<file path="src/rtl/falafel_lsu_arbiter.sv">
// Round-robin arbiter that lets N_REQ allocator engines share one LSU port.
// It keeps one transaction outstanding at a time. While a requester holds the
// free-list lock, only that requester can be granted.

package falafel_pkg;
    typedef enum logic [31:0] {
        LSU_LOCK   = 32'd0,
        LSU_UNLOCK = 32'd1,
        LSU_LOAD   = 32'd2,
        LSU_UPDATE = 32'd3,
        LSU_INSERT = 32'd4,
        LSU_DELETE = 32'd5
    } lsu_op_e;

    typedef struct packed {
        logic [63:0] addr;
        logic [63:0] size;
        logic [63:0] next_addr;
        lsu_op_e     lsu_op;
        logic        val;
    } header_data_req_t;

    typedef struct packed {
        logic [63:0] addr;
        logic [63:0] size;
        logic [63:0] next_addr;
        logic        val;
    } header_data_rsp_t;
endpackage

// state    | meaning
// S_IDLE   | no transaction outstanding; grant the next eligible requester
// S_ISSUE  | lsu_req_o valid and held until the LSU accepts it
// S_WAIT   | request accepted by the LSU; waiting for its response
module falafel_lsu_arbiter
    import falafel_pkg::*;
#(
    parameter  int N_REQ = 2,
    localparam int IDX_W = $clog2(N_REQ)
) (
    input  logic             clk_i,
    input  logic             rst_i,
    input  header_data_req_t req_i [N_REQ],
    output logic [N_REQ-1:0] req_rdy_o,
    output header_data_rsp_t rsp_o [N_REQ],
    output header_data_req_t lsu_req_o,
    input  logic             lsu_req_rdy_i,
    input  header_data_rsp_t lsu_rsp_i,
    output logic             locked_o,
    output logic [IDX_W-1:0] lock_owner_o
);

    typedef enum logic [1:0] {
        S_IDLE  = 2'd0,
        S_ISSUE = 2'd1,
        S_WAIT  = 2'd2
    } state_e;

    state_e           state_q, state_d;
    logic [IDX_W-1:0] rr_ptr_q, rr_ptr_d;
    logic [IDX_W-1:0] grant_q, grant_d;
    logic             locked_q, locked_d;
    logic [IDX_W-1:0] owner_q, owner_d;
    lsu_op_e          op_q, op_d;
    header_data_req_t lsu_req_q, lsu_req_d;
    header_data_rsp_t rsp_q, rsp_d;

    logic [N_REQ-1:0] elig;
    logic             pick_found;
    logic [IDX_W-1:0] pick_idx;
    logic [N_REQ-1:0] req_rdy_c;

    // Eligibility mask and round-robin pick that starts scanning at rr_ptr.
    always_comb begin
        elig       = '0;
        pick_found = 1'b0;
        pick_idx   = '0;
        for (int k = 0; k < N_REQ; k++) begin
            elig[k] = req_i[k].val && (!locked_q || (owner_q == IDX_W'(k)));
        end
        for (int i = 0; i < N_REQ; i++) begin
            automatic int c = int'(rr_ptr_q) + i;
            if (c >= N_REQ) c = c - N_REQ;
            if (!pick_found && elig[c]) begin
                pick_found = 1'b1;
                pick_idx   = IDX_W'(c);
            end
        end
    end

    // Next-state logic: grant, issue to the LSU, collect the response, update the lock.
    always_comb begin
        state_d   = state_q;
        rr_ptr_d  = rr_ptr_q;
        grant_d   = grant_q;
        locked_d  = locked_q;
        owner_d   = owner_q;
        op_d      = op_q;
        lsu_req_d = lsu_req_q;
        rsp_d     = '0;
        req_rdy_c = '0;
        case (state_q)
            S_IDLE: begin
                if (pick_found) begin
                    req_rdy_c     = N_REQ'(1) << pick_idx;
                    lsu_req_d     = req_i[pick_idx];
                    lsu_req_d.val = 1'b1;
                    grant_d       = pick_idx;
                    op_d          = req_i[pick_idx].lsu_op;
                    state_d       = S_ISSUE;
                end
            end
            S_ISSUE: begin
                if (lsu_req_rdy_i) begin
                    lsu_req_d = '0;
                    state_d   = S_WAIT;
                end
            end
            S_WAIT: begin
                if (lsu_rsp_i.val) begin
                    rsp_d     = lsu_rsp_i;
                    rsp_d.val = 1'b1;
                    if (op_q == LSU_LOCK) begin
                        locked_d = 1'b1;
                        owner_d  = grant_q;
                    end else if (op_q == LSU_UNLOCK) begin
                        locked_d = 1'b0;
                    end
                    rr_ptr_d = (grant_q == IDX_W'(N_REQ - 1)) ? '0 : grant_q + IDX_W'(1);
                    state_d  = S_IDLE;
                end
            end
            default: begin
                state_d   = S_IDLE;
                lsu_req_d = '0;
            end
        endcase
    end

    // State and datapath registers. Reset aborts any transaction and drops the lock.
    always_ff @(posedge clk_i or posedge rst_i) begin
        if (rst_i) begin
            state_q   <= S_IDLE;
            rr_ptr_q  <= '0;
            grant_q   <= '0;
            locked_q  <= 1'b0;
            owner_q   <= '0;
            op_q      <= LSU_LOCK;
            lsu_req_q <= '0;
            rsp_q     <= '0;
        end else begin
            state_q   <= state_d;
            rr_ptr_q  <= rr_ptr_d;
            grant_q   <= grant_d;
            locked_q  <= locked_d;
            owner_q   <= owner_d;
            op_q      <= op_d;
            lsu_req_q <= lsu_req_d;
            rsp_q     <= rsp_d;
        end
    end

    // Steer the registered response to the granted requester only. rsp_q is zero when not valid.
    always_comb begin
        for (int k = 0; k < N_REQ; k++) begin
            rsp_o[k] = (grant_q == IDX_W'(k)) ? rsp_q : '0;
        end
    end

    // The accept pulse is combinational, so gate it with reset to keep it low while reset is asserted.
    always_comb begin
        req_rdy_o    = rst_i ? '0 : req_rdy_c;
        lsu_req_o    = lsu_req_q;
        locked_o     = locked_q;
        lock_owner_o = owner_q;
    end

endmodule

</file>
<file path="config.mk">
export PLATFORM = sky130hd
export DESIGN_NAME = falafel_lsu_arbiter
export DESIGN_NICKNAME = d
export VERILOG_FILES = /design/src/rtl/falafel_lsu_arbiter.sv
export SDC_FILE = /design/constraint.sdc
export NUM_CORES = 1
export LEC_CHECK = 0
export ABC_AREA = 1
export CAP_MARGIN = 40
export CORE_AREA = 8 8 488 490
export CTS_CLUSTER_DIAMETER = 80
export DETAILED_ROUTE_END_ITERATION = 10
export DIE_AREA = 0 0 496 498
export SYNTH_ARGS = -nofsm -noshare
export SYNTH_HDL_FRONTEND = slang
export SYNTH_SLANG_ARGS = --single-unit
</file>
<file path="constraint.sdc">
create_clock -name clk_i -period 38.2 [get_ports clk_i]
set_clock_uncertainty 0.15 [all_clocks]
set_input_delay 11.46 -clock clk_i [delete_from_list [all_inputs] [get_ports clk_i]]
set_output_delay 11.46 -clock clk_i [all_outputs]
set_load 0.01 [all_outputs]
</file>
Word level (Yosys, flattened, before mapping). Cells that the tools add are included.

Bits in latches: 0. Input port bits: 646. ROM bits: 0. Output and inout port bits: 615. Memories: 0. RAM bits: 0. Bits in registers: 456.

Reductions and logical operators: 16. Bitwise operators: 3. Equality and inequality tests: 6. Shift operators: 1. $add $sub $neg: 4. Order comparisons: 5. Multiply operators: 0. Mux-type cells: 32. Div/mod/pow operators: 0.

Operators with widths (number): $mux W225 (5); $mux W193 (4); $pmux W225 S3 (1); $lt A32 B3 Y1 const B (2); $mux W32 (2); $eq A32 B1 Y1 const B (1); $logic_not A32 Y1 (1); $mux W1 (13); $mux W2 (6); $reduce_and A3 Y1 (4); $ne A2 B2 Y1 const B (3); $pmux W2 S3 (1); $ge A2 B2 Y1 const B (2); $reduce_and A2 Y1 (2); $logic_and A1 B1 Y1 (3); $sub A1 B2 Y3 const B (1); $sub A2 B2 Y3 const B (1); $add A1 B1 Y2 const B (1); $eq A2 B1 Y1 const B (1); $eq A2 B2 Y1 const B (1); $ge A1 B2 Y1 const B (1); $logic_not A1 Y1 (2); $logic_not A2 Y1 (1); $logic_or A1 B1 Y1 (2); other kinds (5) (6).

Longest topological paths before layout. Gate-level depths: netlist of the first run.

Word-level depth: 16. Depth in mapped cells: 10. Depth with buffers taken out: 8.

Worst setup path after synthesis of the first run. No wires, ideal clock.

Kind: in2out. Start point: input port req_i[225] (netlist bit). End point: output port req_rdy_o[0]. Data required time: 26590 ps. Cell stages on the path: 6. Arrival: 12315 ps. Setup slack: 14275 ps. Buffers on the path: 2. Path through: nand3_1 -> nand3_2 -> buf_2 -> buf_2 -> inv_1 -> nor3_1.

Cells in the longest elaborated chain, start to end: 12.

Ends and longest elaborated chain: start, declared (line 43) `input header_data_req_t req_i [N_REQ],`; $logic_and A1 B1 Y1 (*) (line 79) `elig[k] = req_i[k].val && (!locked_q || (owner_q == IDX_W'(k)));`; $mux W1 (not written as such) (3 in a row) (line 84) `if (!pick_found && elig[c]) begin`; $mux W1 (line 84); $logic_not A1 Y1 (line 84); $logic_and A1 B1 Y1 (line 84); $mux W1 (line 84); $shl A1 B1 Y2 (line 105) `req_rdy_c = N_REQ'(1) << pick_idx;`; $mux W2 (*) (line 104) `if (pick_found) begin`; $mux W2 (*) (line 102) `case (state_q)`; $mux W2 (*) (line 172) `req_rdy_o = rst_i ? '0 : req_rdy_c;`; end, declared (line 44) `output logic [N_REQ-1:0] req_rdy_o,`.

Every way passes the cells marked *; elsewhere a longest branch is shown, timed or not. The select of a mux whose other input is x is not followed.

Worst setup path in the final report of the first run.
Start point: input port req_i[0] (netlist bit). End point: output port req_rdy_o[0].

Same word-level chain as after synthesis.

==> results of run 1 <==
## synthesized netlist by cell type
| cell | number | area share, % |
|---|---|---|
| sky130_fd_sc_hd__nand2_1 | 1178 | 20 |
| sky130_fd_sc_hd__or2_2 | 1 | 0.028 |
| sky130_fd_sc_hd__inv_1 | 620 | 10 |
| sky130_fd_sc_hd__o21ai_1 | 185 | 4.1 |
| sky130_fd_sc_hd__nand3_1 | 5 | 0.11 |
| sky130_fd_sc_hd__nor2_1 | 662 | 11 |
| sky130_fd_sc_hd__nand3b_1 | 1 | 0.033 |
| sky130_fd_sc_hd__nand3_2 | 2 | 0.089 |
| sky130_fd_sc_hd__nor3_1 | 1 | 0.022 |
| sky130_fd_sc_hd__nand4_1 | 2 | 0.055 |
| sky130_fd_sc_hd__clkbuf_1 | 75 | 1.2 |
| sky130_fd_sc_hd__buf_4 | 22 | 0.73 |
| sky130_fd_sc_hd__o21ai_0 | 9 | 0.20 |
| sky130_fd_sc_hd__nor2_2 | 1 | 0.028 |
| sky130_fd_sc_hd__buf_1 | 12 | 0.20 |
| sky130_fd_sc_hd__and2_1 | 2 | 0.055 |
| sky130_fd_sc_hd__buf_2 | 78 | 1.7 |
| sky130_fd_sc_hd__nand2_2 | 1 | 0.028 |
| sky130_fd_sc_hd__dfrtp_1 | 456 | 50 |
| sky130_fd_sc_hd__inv_2 | 1 | 0.017 |
## cell type report
cell class	count	area, µm²	area share, %
antenna	27	67.56	0.1653
clock buffer	95	1921	4.698
clock inverter	25	335.3	0.8202
inverter	621	2346	5.739
multi-input combinational	2050	8001	19.57
sequential	456	11410	27.92
tap	3043	3807	9.313
timing repair buffer	1295	12990	31.77
## worst register-to-register path, cell delays in order, from the launching register on
cell                      delay, ps
sky130_fd_sc_hd__dfrtp_1        440
sky130_fd_sc_hd__nand2_1        110
sky130_fd_sc_hd__nand3_1        110
sky130_fd_sc_hd__nand3_4        300
sky130_fd_sc_hd__buf_4          620
sky130_fd_sc_hd__buf_4          940
sky130_fd_sc_hd__buf_4          760
sky130_fd_sc_hd__nand2_1        150
sky130_fd_sc_hd__nand2_1        100
sky130_fd_sc_hd__o21ai_0        110
## power breakdown
group	switching [W]	leakage, nW	total, W	internal (W)
combinational	0.000535	12.3	0.000915	0.000380
sequential	0.000101	6.04	0.000719	0.000617
clock	0.000270	1.10	0.000636	0.000366
## path summary, 6_finish.rpt
check                                             endpoint  slack (ps)  depth (start not counted)
worst max register to register  lsu_req_o[185]$_DFFE_PP0P_       34300                          9
min in group asynchronous             op_q[12]$_DFFE_PP0P_       11420                          2
max in group asynchronous        lsu_req_o[53]$_DFFE_PP0P_       23690                          7
worst min register to register    lsu_req_o[0]$_DFFE_PP0P_         320                          2
worst min-delay path              lsu_req_o[0]$_DFFE_PP0P_         320                          2
worst max-delay path                          req_rdy_o[0]       12510                          8
## per-stage QoR
stage | util, % | hold slack, ps
global route | 17.70 | 335.2
CTS | 17.69 | 321.6
finish | 17.72 | 323.9
floorplan | - | 299.0
global placement | 16.65 | 304.0
detailed placement | 16.71 | 307.9
## layer usage
layer | wire length (µm) | track usage [%]
met5 | 506 | 0
met4 | 8678 | 5.850
met3 | 21090 | 6.788
met2 | 88200 | 24.63
met1 | 61090 | 14.00
## flip-flops by register name, summed over array words and instances (netlist names)
register / count
lsu_req_o: 225
rsp_q: 193
op_q: 32
state_q: 2
grant_q: 1
lock_owner_o: 1
locked_o: 1
rr_ptr_q: 1
## cell families after synthesis
| logic type | synth area share (%) |
|---|---|
| AOI/OAI and AO/OA | 4.296 |
| buffers and inverters | 14.22 |
| and+or+nand+nor | 31.00 |
| DFF | 50.48 |
## cell usage in the layout (no fill, tap or decap), drive strengths merged, types with 2 or more instances in the layout
cell type      count
clkdlybuf4s50   1259
nand2           1179
nor2             663
inv              631
dfrtp            456
o21ai            194
clkbuf            96
buf               35
diode             27
clkinv            13
nand3              7
nand4              2
and2               2
==> results.tsv, run 1 <==
stage	metric	value	unit
worst_setup_path	max_stage_delay_on_crit_path	530	ps
power_and_ir_drop	finalPower	0.002270	W
global_route	antenna_found_initial	132	
cts	cts.root.buffer_cell	sky130_fd_sc_hd__clkbuf_16	
global_route	wire_length_of_the_first_global_routing_pass	232.0	mm
worst_setup_path	crit_slowest_cell	sky130_fd_sc_hd__clkdlybuf4s50_1	
route	first_iter_violations	1657	
route	drtAntennaViolNets	0	
placed_design	dp.final_hpwl	154.6	mm
placed_design	place_worst_setup_slack	12480	ps
logic_synthesis	synth-warning-count	0	
cells_and_area	final_area	40880	µm²
outcome	outcome	complete, no violations	
timing	f_max	38.92	MHz
min_path	hp-class	register to register	
worst_setup_path	launching_point_of_the_worst_reg2reg_path	lock_owner_o$_DFFE_PP0P_	
floorplan	die_footprint	247000	µm²
cts	clkTransAtPathRegs	50	ps
cts	clk_buf_depth	3	
timing	total_setup_violations_reported_at_the_end_of_the_flow	0	
logic_synthesis	sequential_cell_area_fraction_in_the_yosys_report	50.48	%
route	drt-total-wl	179.6	mm
placed_design	placedInstanceArea	38560	µm²
worst_setup_path	cp_data_required_time	26590	ps
timing	timing.final.crit_period	25690	ps
timing	tightest_slew	866.9	ps
timing	max_slew_margin	42.00	%
timing	rsz_0062_raised_after_global_routing	no	
timing	fin_crit_sh	67.26	%
placed_design	final_estimated_routing_congestion_in_global_placement	0.9293	
worst_setup_path	worstPathBufferInverterCount	4	
floorplan	die_height	498	µm
timing	final-hold-violation-count	0	
route	drc	0	
global_route	pin_count_of_the_biggest_net_entering_global_routing	136	
cts	htreeDepth	3	
floorplan	die_width	496	µm
cts	cts_post_setup_buffers_inserted	0	
worst_setup_path	critPathTopFamily	buffers and inverters	
logic_synthesis	synthesis.area	22600	µm²
min_path	worst_hold_startpoint	lsu_req_o[0]$_DFFE_PP0P_	
worst_setup_path	crit_arrival	14080	ps
worst_setup_path	critical_path.cell_chain	clkdlybuf4s50_1 > nand2_1 > nand2_1 > nand2_2 > nor3_1 > buf_2 > buf_4 > clkdlybuf4s50_1	
floorplan	design.portCount	1261	
cells_and_area	finish.cell_count_without_fillers	7612	
cts	cts_tree	built	
worst_setup_path	crit_path_start_kind	primary input	
cts	tritoncts.num_buffers	66	
route	detailedRoute.firstPassIterationCount	5	
cts	cts_hold_buf	0	
route	viasPerCell	3.283	
global_route	grt.total_usage	13.97	%
floorplan	floorplan.rows	177	
cells_and_area	syn_to_final_growth	80.87	%
global_route	grt_pass1_vias	24512	
logic_synthesis	synth.avg_cell_area	6.820	µm²
timing	drv_slew	0	
worst_setup_path	crit_fanout	39	
floorplan	core	230800	µm²
worst_setup_path	cp-end-kind	primary output	
timing	setup_total_negative_slack	0	ps
placed_design	place_inst	7465	
cells_and_area	drive_above_1_share	3.347	%
logic_synthesis	netlist_instances	3314	
route	post_drt_wl_per_cell	23.59	µm
worst_setup_path	worstSetupPathType	primary input to primary output	
power_and_ir_drop	leakagePower	19.43	nW
timing	fin_ws	12510	ps
cts	post_cts_resize_count	0	
cells_and_area	final_net_count	5136	
logic_synthesis	synth.net_count	3960	
global_route	globalRoute.totalOverflow	0	
logic_synthesis	yosys_register_bits	456	
cts	clkLatencyLatePin	690	ps
power_and_ir_drop	power.density	55.52	nW/µm²
worst_setup_path	critPathLaunch	req_i[0]	
floorplan	initial_core_util	9.795	%
placed_design	buffer_ports.inserted	1260	
power_and_ir_drop	vdd.ir_drop.worst	36.20	µV
route	dr_total_vias	24990	
run	max-cap-violations	0	
cells_and_area	final.fill_count	26215	
logic_synthesis	netlist-cell-type-count	20	
cts	clock-sinks	456	
Power figures use the tool's default switching activity.
==> run 2, diff against run 1 <==
==> constraint.sdc (replaced) <==
create_clock -name clk_i -period 21.8 [get_ports clk_i]
set_clock_uncertainty 0.15 [all_clocks]
set_input_delay 6.54 -clock clk_i [delete_from_list [all_inputs] [get_ports clk_i]]
set_output_delay 6.54 -clock clk_i [all_outputs]
set_load 0.01 [all_outputs]
==> run 2 against run 1 <==
Clock power grew 62%; critical path depth fell by 1; worst hold slack barely moved; combinational power up 74%; sequential power rose by 75%; die area unchanged; critical path type unchanged; via count up 0.28%; cell area fell by 0.68%; first-iteration DRC count rose by 16%; final cell count is 0.26% lower.
==> results.tsv, run 2 (same netlist as run 1, synthesis figures left out) <==
stage	metric	value	unit	change
floorplan	core	230800	µm²	unchanged
global_route	wire_length_of_the_first_global_routing_pass	232.1	mm	about the same
timing	final-hold-violation-count	0		unchanged
worst_setup_path	crit_fanout	23		-41%
min_path	hp-class	register to register		
cts	post_cts_resize_count	0		unchanged
cells_and_area	final.fill_count	26276		+0.23%
cts	clk_buf_depth	3		unchanged
timing	tightest_slew	1179	ps	+311.8 ps
floorplan	design.portCount	1261		unchanged
cts	clock-sinks	456		unchanged
cells_and_area	final_cell_mix	sky130_fd_sc_hd__clkdlybuf4s50_1, sky130_fd_sc_hd__nand2_1, sky130_fd_sc_hd__nor2_1, sky130_fd_sc_hd__inv_1, sky130_fd_sc_hd__dfrtp_1		
worst_setup_path	cp-end-kind	primary output		
floorplan	floorplan.rows	177		unchanged
route	post_drt_wl_per_cell	23.60	µm	about the same
timing	drv_slew	0		unchanged
power_and_ir_drop	leakagePower	19.29	nW	-0.70%
min_path	worst_hold_path.num_cells	2		unchanged
placed_design	buffer_ports.inserted	1260		unchanged
power_and_ir_drop	power.density	95.62	nW/µm²	+72%
cells_and_area	largest_register_ff_count	225		unchanged
placed_design	dp.final_hpwl	154.5	mm	-0.12%
power_and_ir_drop	vdd.ir_drop.worst	69.03	µV	+91%
timing	setup_total_negative_slack	0	ps	unchanged
cts	cts_post_setup_buffers_inserted	0		unchanged
route	detailedRoute.firstPassIterationCount	5		unchanged
cts	cts_hold_buf	0		unchanged
worst_setup_path	crit_slowest_cell	sky130_fd_sc_hd__nor3_1		
worst_setup_path	critical_path.cell_chain	clkdlybuf4s50_1 > nand2_1 > nand2_1 > nand2_2 > nor3_1 > buf_4 > clkdlybuf4s50_1		
cells_and_area	final_net_count	5123		-0.25%
cells_and_area	drive_above_1_share	3.094	%	-0.25 points
cts	cts.root.buffer_cell	sky130_fd_sc_hd__clkbuf_16		
run	max-cap-violations	0		unchanged
cts	tritoncts.num_buffers	58		-12%
global_route	antenna_found_initial	125		-5.3%
route	viasPerCell	3.301		+0.54%
worst_setup_path	crit_arrival	9110	ps	-4970 ps
timing	total_setup_violations_reported_at_the_end_of_the_flow	0		unchanged
timing	max_slew_margin	21.42	%	-21 points
outcome	outcome	complete, no violations		
cts	cts_tree	built		
timing	fin_crit_sh	72.45	%	
cts	clkTransAtPathRegs	60	ps	about the same
timing	f_max	63.31	MHz	
placed_design	placedInstanceArea	38520	µm²	-0.11%
timing	timing.final.crit_period	15800	ps	
floorplan	die_footprint	247000	µm²	unchanged
route	drtAntennaViolNets	0		unchanged
cts	clkLatencyLatePin	700	ps	about the same
worst_setup_path	cp_data_required_time	15110	ps	-11480 ps
floorplan	initial_core_util	9.795	%	unchanged
cells_and_area	layout_commonest_cell	sky130_fd_sc_hd__clkdlybuf4s50_1		
timing	rsz_0062_raised_after_global_routing	no		
global_route	grt.total_usage	13.88	%	-0.088 points
floorplan	die_height	498	µm	unchanged
route	dr_total_vias	25059		+0.28%
route	first_iter_violations	1916		+16%
worst_setup_path	worstSetupPathType	primary input to primary output		
route	drt-total-wl	179.2	mm	-0.23%
cells_and_area	final_area	40600	µm²	-0.68%
cts	htreeDepth	2		-1
worst_setup_path	reg2reg_depth	9		unchanged
global_route	grt_pass1_vias	24695		+0.75%
floorplan	die_width	496	µm	unchanged
global_route	pin_count_of_the_biggest_net_entering_global_routing	201		+48%
cells_and_area	syn_to_final_growth	79.63	%	
route	drc	0		unchanged
worst_setup_path	crit_path_start_kind	primary input		
global_route	globalRoute.totalOverflow	0		unchanged
placed_design	final_estimated_routing_congestion_in_global_placement	0.9065		-2.5%
worst_setup_path	max_stage_delay_on_crit_path	710	ps	+180 ps
-- run 2: cell count changes in the layout (fill, tap and decap cells not counted), sizes merged --
| cell | before | now |
|---|---|---|
| buf | 35 | 30 |
| bufinv | 1 | 4 |
| clkbuf | 96 | 85 |
| clkinv | 13 | 11 |
| clkinvlp | 1 | 3 |
| diode | 27 | 24 |
| inv | 631 | 627 |
-- run 2: cell type report --
type	instances	area [µm²]	area share (%)
timing repair buffer	1290	12950	31.89
sequential	456	11410	28.11
multi-input combinational	2050	8001	19.71
tap	3043	3807	9.377
inverter	621	2346	5.778
clock buffer	84	1729	4.259
clock inverter	24	297.8	0.7334
antenna	24	60.06	0.1479
-- run 2: worst paths after layout --
path,start,to,slack [ps]
min in group asynchronous,rst_i,state_q[0]$_DFFE_PP0P_,6620
max in group asynchronous,rst_i,lsu_req_o[150]$_DFFE_PP0P_,12420
setup reg to reg,lock_owner_o$_DFFE_PP0P_,lsu_req_o[76]$_DFFE_PP0P_,17990
hold reg to reg,lsu_req_o[0]$_DFFE_PP0P_,lsu_req_o[0]$_DFFE_PP0P_,320
setup / recovery,req_i[0],req_rdy_o[0],6000
hold / removal,lsu_req_o[0]$_DFFE_PP0P_,lsu_req_o[0]$_DFFE_PP0P_,320
-- run 2: worst max-delay path, delay by kind of cell --
family,cells,cell delay (ps)
AND/OR/NAND/NOR,4,1210
buffers and inverters,3,1340
-- run 2: metrics by stage --
step / total power [W] / hold WS (ps) / std cells / utilization, % / setup WS (ps)
3_5_place_dp: 0.002907 / 312.7 / 7460 / 16.69 / 5860
6_report: 0.003883 / 324.1 / 7592 / 17.59 / 6005
4_1_cts: 0.003966 / 327.4 / 7568 / 17.57 / 5860
3_3_place_gp: 0.002884 / 306.9 / 7456 / 16.64 / 5827
2_1_floorplan: 0.001965 / 299.0 / 3314 / - / 2398
5_1_grt: 0.004134 / 348.8 / 7586 / 17.59 / 5745
-- run 2: per-layer routing --
| metal | track usage, % | vias up | wire length [µm] | part of all wire, % |
|---|---|---|---|---|
| li1 | - | 11820 | - | - |
| met1 | 14.35 | 11614 | 62970 | 35 |
| met4 | 4.925 | 66 | 7107 | 4.0 |
| met3 | 5.850 | 357 | 18880 | 11 |
| met5 | 0 | - | 440 | 0.25 |
| met2 | 25.04 | 1202 | 89760 | 50 |
-- run 2: power by group --
part | leakage, nW | total, W | internal (W) | switching, W
combinational | 12.3 | 0.00159 | 0.000657 | 0.000934
clock | 0.997 | 0.00103 | 0.000600 | 0.000428
sequential | 6.04 | 0.00126 | 0.00108 | 0.000182
